===== config.mk =====
export PLATFORM = sky130hd
export DESIGN_NAME = tdc_readout_buffer
export DESIGN_NICKNAME = d
export VERILOG_FILES = /design/src/rtl/tdc_pkg.sv /design/src/rtl/tdc_sync_fifo.sv /design/src/rtl/tdc_readout_buffer.sv
export SDC_FILE = /design/constraint.sdc
export NUM_CORES = 1
export LEC_CHECK = 0
export ABC_AREA = 1
export CELL_PAD_IN_SITES_DETAIL_PLACEMENT = 0
export CELL_PAD_IN_SITES_GLOBAL_PLACEMENT = 1
export CORE_ASPECT_RATIO = 0.75
export CORE_MARGIN = 2
export CORE_UTILIZATION = 47
export DETAILED_ROUTE_END_ITERATION = 8
export GPL_TIMING_DRIVEN = 0
export PLACE_DENSITY = 0.9
export SYNTH_ARGS = -nofsm -noshare
export SYNTH_HDL_FRONTEND = slang
export SYNTH_SLANG_ARGS = --single-unit

===== constraint.sdc =====
create_clock -name clk -period 3.15 [get_ports clk]
set_clock_uncertainty 0.15 [all_clocks]
set_input_delay 0.63 -clock clk [delete_from_list [all_inputs] [get_ports clk]]
set_output_delay 0.63 -clock clk [all_outputs]
set_load 0.05 [all_outputs]

===== src/rtl/tdc_pkg.sv =====
// tdc_pkg: field widths, event-word layout offsets and word-width helper for the TDC readout path.
package tdc_pkg;
    localparam int COARSE_W = 4;
    localparam int FINE_W = 2;
    localparam int FINE_LSB = 0;
    localparam int COARSE_LSB = FINE_LSB + FINE_W;
    localparam int SEQ_LSB = COARSE_LSB + COARSE_W;
    function automatic int word_w(input int seq_w);
        return seq_w + COARSE_W + FINE_W + 1;
    endfunction
    function automatic int lost_lsb(input int seq_w);
        return SEQ_LSB + seq_w;
    endfunction
endpackage


===== src/rtl/tdc_sync_fifo.sv =====
// tdc_sync_fifo: first-word-fall-through synchronous FIFO with occupancy count.
module tdc_sync_fifo #(
    parameter int DEPTH = 8,
    parameter int W = 15,
    localparam int AW = $clog2(DEPTH)
) (
    input  logic         clk,
    input  logic         rst,
    input  logic         push,
    input  logic         pop,
    input  logic [W-1:0] din,
    output logic [W-1:0] dout,
    output logic         full,
    output logic         empty,
    output logic [AW:0]  level
);
    logic [W-1:0] mem [DEPTH];
    logic [AW-1:0] wr_ptr, rd_ptr;
    logic [AW:0] cnt;
    logic do_pop, do_push;
    assign do_pop = pop & ~empty;
    // a full FIFO still accepts a write when the head leaves in the same cycle
    assign do_push = push & (~full | do_pop);
    assign full = cnt == (AW+1)'(DEPTH);
    assign empty = cnt == '0;
    assign level = cnt;
    assign dout = empty ? '0 : mem[rd_ptr];
    always_ff @(posedge clk) begin
        if (rst) begin
            wr_ptr <= '0;
            rd_ptr <= '0;
            cnt <= '0;
        end else begin
            wr_ptr <= wr_ptr + AW'(do_push);
            rd_ptr <= rd_ptr + AW'(do_pop);
            cnt <= cnt + (AW+1)'(do_push) - (AW+1)'(do_pop);
        end
    end
    always_ff @(posedge clk) begin
        if (do_push && !rst)
            mem[wr_ptr] <= din;
    end
endmodule


===== src/rtl/tdc_readout_buffer.sv =====
// tdc_readout_buffer: packs TDC measurements into sequenced event words, tracks drops, buffers in a FWFT FIFO.
module tdc_readout_buffer
    import tdc_pkg::*;
#(
    parameter int DEPTH = 8,
    parameter int SEQ_W = 8
) (
    input  logic                     clk,
    input  logic                     rst,
    input  logic                     meas_valid,
    input  logic [3:0]               out_count,
    input  logic [1:0]               bin_out,
    input  logic                     rd_ready,
    output logic                     rd_valid,
    output logic [SEQ_W+6:0]         rd_data,
    output logic [$clog2(DEPTH):0]   level,
    output logic [7:0]               lost_cnt
);
    localparam int W = word_w(SEQ_W);
    logic full, empty, push, drop, pend;
    logic [SEQ_W-1:0] seq;
    logic [W-1:0] word;
    assign rd_valid = ~empty;
    assign push = meas_valid & (~full | rd_ready);
    assign drop = meas_valid & full & ~rd_ready;
    assign word = {pend, seq, out_count, bin_out};
    always_ff @(posedge clk) begin
        if (rst) begin
            seq <= '0;
            pend <= 1'b0;
            lost_cnt <= '0;
        end else if (push) begin
            seq <= seq + 1'b1;
            pend <= 1'b0;
        end else if (drop) begin
            pend <= 1'b1;
            lost_cnt <= lost_cnt + {7'd0, ~&lost_cnt};
        end
    end
    tdc_sync_fifo #(.DEPTH(DEPTH), .W(W)) u_fifo (
        .clk   (clk),
        .rst   (rst),
        .push  (push),
        .pop   (rd_ready),
        .din   (word),
        .dout  (rd_data),
        .full  (full),
        .empty (empty),
        .level (level)
    );
endmodule

==> flow_summary.json <==
{
  "rsz0062_at_grt": "no",
  "wirelength_um": 14400,
  "starting_drc_count_in_detailed_routing": 426,
  "list_of_cells_traversed_by_the_critical_path": "inv_2 -> clkbuf_1 -> nor2_1 -> o21ai_1 -> nand2_1 -> nor2_1 -> nor2_1 -> dlygate4sd2_1",
  "rel_slew_slack_pct": 28.9,
  "slew_violations": 0,
  "dieArea_um2": 14300,
  "layout_worst_path_cycle_share_pct": 97.2,
  "finalHoldViolations": 0,
  "buffers_and_inverters_on_the_worst_path": 3,
  "clkLatencyLatePin_ps": 420,
  "core_region_area_um2": 13000,
  "dpl.cell_count": 817,
  "yosys_register_bits": 147,
  "finish.cell_count_without_fillers": 849,
  "first_global_vias": 4238,
  "ant_nets": 0,
  "drv_cap": 0,
  "die_span_y_um": 104,
  "number_of_buffers_on_the_longest_clock_path": 2,
  "wl_per_cell_um": 17.0,
  "combined_area_of_all_synthesized_cells_um2": 6290,
  "top_level_ports": 38,
  "yosys.area_share.simple_pct": 19.6,
  "combinational_family_with_the_most_area_after_synthesis": "simple AND/OR/NAND/NOR gates",
  "grt_first_pass_wirelength_um": 22700,
  "crit_path_end_kind": "primary output",
  "tritoncts": "built",
  "worst-path-max-fanout": 10,
  "start_kind": "register",
  "syn_nets": 626,
  "most_frequent_standard_cell_in_the_layout_excluding_fill_and_tap_cells": "nor2_1",
  "sequential_area_share_after_synthesis_pct": 65.9,
  "synth-compound-area-share_pct": 6.56,
  "fraction_of_the_mapped_netlist_area_in_adder_cells_pct": 2.70,
  "slowest_delay_ps": 550,
  "total_vias_in_the_final_route": 4499,
  "seq_area_um2": 4140,
  "dieWidth_um": 138,
  "critical_path_required_ps": 2370,
  "worst_path_dominant_cell_family": "buffers and inverters",
  "fin_nets": 688,
  "synth_warnings": 0,
  "port_buffers": 35,
  "wl_met2_um": 6460,
  "starting_utilization_of_the_core_area_pct": 48.3,
  "syn_to_final_growth_pct": 20.0,
  "grt_antenna_before_repair": 0,
  "setup_viol_count_final": 0,
  "cp_common_cell": "nor2_1",
  "clkTransAtPathRegs_ps": 60,
  "hold_class": "input port to register",
  "worst_slew_pin_tran_ps": 1060,
  "num_rows": 36,
  "gp_routability_congestion": 0.823,
  "grt_start_max_net_pins": 17,
  "cp_data_arrival_time_ps": 2280,
  "result_of_the_run": "finished clean",
  "routed-wl-met3_um": 1180,
  "cpMaxStageDelayCell": "dlygate4sd2_1",
  "place.detailed.hpwl_um": 9750,
  "syn-mean-instance-area_um2": 10.4,
  "multi_input_comb_area_um2": 1890,
  "ir_worst_vdd_mv": 0.590,
  "post_cts_hold_buffer_count": 0,
  "grt.overflow.total": 0,
  "cts_root_buf": "clkbuf_16",
  "post_route_cells_drive_above_1_share_pct": 12.2,
  "cts_htree_levels": 4,
  "xor_xnor_portion_of_the_synthesized_cell_area_pct": 0.557,
  "syn_inst": 603,
  "fin_util_pct": 58.0,
  "detail_route.drc_violations": 0,
  "detail_route.wirelength.met1_um": 6560,
  "maxClockFrequency_mhz": 327,
  "vias_per_inst": 5.30,
  "layout.cells.most_common_list": "184 x nor2_1, 120 x edfxtp_1, 68 x nand2_1, 61 x o21ai_1, 29 x inv_1",
  "finalCriticalPeriod_ps": 3060,
  "num-fill-cells": 1047,
  "highest_signal_layer_in_the_routed_design": "met4",
  "worstSetupPathType": "register to primary output",
  "synth.lib_cells_used.distinct": 31,
  "synth.mux.area_fraction_pct": 0,
  "detailedRoute.firstPassIterationCount": 5,
  "tritoncts_num_sinks": 147,
  "overall_fraction_of_global_route_tracks_in_use_pct": 21.4,
  "cts_made_buffers": 17,
  "antenna_cells_inserted": 0,
  "static_leakage_uw": 0.00281,
  "power.density_nw_per_um2": 825
}
==> final cells by class <==
class / instances / share of cell area, %
Sequential cell: 147 / 54.9
Inverter: 34 / 1.69
Clock buffer: 18 / 5.68
Multi-Input combinational cell: 396 / 25.0
Timing Repair Buffer: 43 / 5.60
Clock inverter: 14 / 2.04
Tap cell: 171 / 2.83
Buffer: 26 / 2.25
==> registers in the layout, indices dropped and copies added, names as in the netlist <==
register / count
seq: 8
u_fifo.mem: 120
u_fifo.wr_ptr: 3
u_fifo.rd_ptr: 3
u_fifo.level: 4
pend: 1
lost_cnt: 8
==> worst reg2reg max path: cells and delay by family, from the launching register on <==
family                   cells  cell delay, ps
AND/OR/NAND/NOR              5            1370
flip-flops                   1             380
buffers and inverters        2             300
adder cells (fa/ha/maj)      1             200
==> path summary, 6_finish.rpt <==
check,start,to,slack [ps],cells after the start
hold / removal,rst,u_fifo.level[1],320,2
hold reg to reg,lost_cnt[0],lost_cnt[0],350,2
setup reg to reg,u_fifo.level[3],u_fifo.mem[2][9],450,8
setup / recovery,u_fifo.rd_ptr[1],rd_data[12],90,8
==> per-stage QoR <==
stage | total power, uW | setup TNS (ps) | area, um^2 | setup slack [ps] | hold WS [ps]
after detailed placement | 4370 | 0 | 6990 | 39.2 | 344
after floorplan | 3720 | 0 | 6290 | 70.3 | 368
after global routing | 6500 | 0 | 7550 | 1.09 | 326
after global placement | 4310 | -95670 | 6860 | -879 | 343
final | 6230 | 0 | 7550 | 87.6 | 321
after CTS | 6250 | 0 | 7550 | 18.6 | 305
==> power by group <==
part	leakage (uW)	internal (uW)	switching, uW
Combinational	0.00122	579	1410
Sequential	0.00131	2190	75.4
Clock	0.000279	1170	794
Total	0.00281	3950	2280
==> cells by family (layout without fill, tap and decap cells) <==
family | count (synthesis) | in the layout
simple gates | 297 | 297
flops | 147 | 147
compound gates | 82 | 82
buf+inv | 60 | 135
fa+ha+maj | 13 | 13
xor+xnor | 4 | 4
==> layer usage <==
metal  vias up  GRT usage [%]
li1       2161              -
met1      2138           32.0
met2       178           31.2
met3        22           4.29
met4         0           7.36
met5         -              0
==> Yosys cell counts, drive strengths merged <==
cell type,instances,area [um^2]
nor2,187,714
inv,33,124
nor3b,1,7.51
dfxtp,27,541
nand3,23,125
clkinv,1,3.75
fa,1,20.0
xnor2,3,26.3
clkbuf,3,12.5
nand2,71,289
nor3,11,55.1
o21bai,1,7.51
a21oi,12,60.1
nand4,3,33.8
o21ai,69,345
xor2,1,8.76
nor4,1,6.26
edfxtp,120,3600
buf,23,158
ha,12,150
==> repair_timing <==
action                     in CTS  in global routing
buffers inserted                0                  0
pin swaps                       0                  0
resized for setup              15                 12
setup endpoints to repair      15                  9
(Power assumes the default switching activity.)
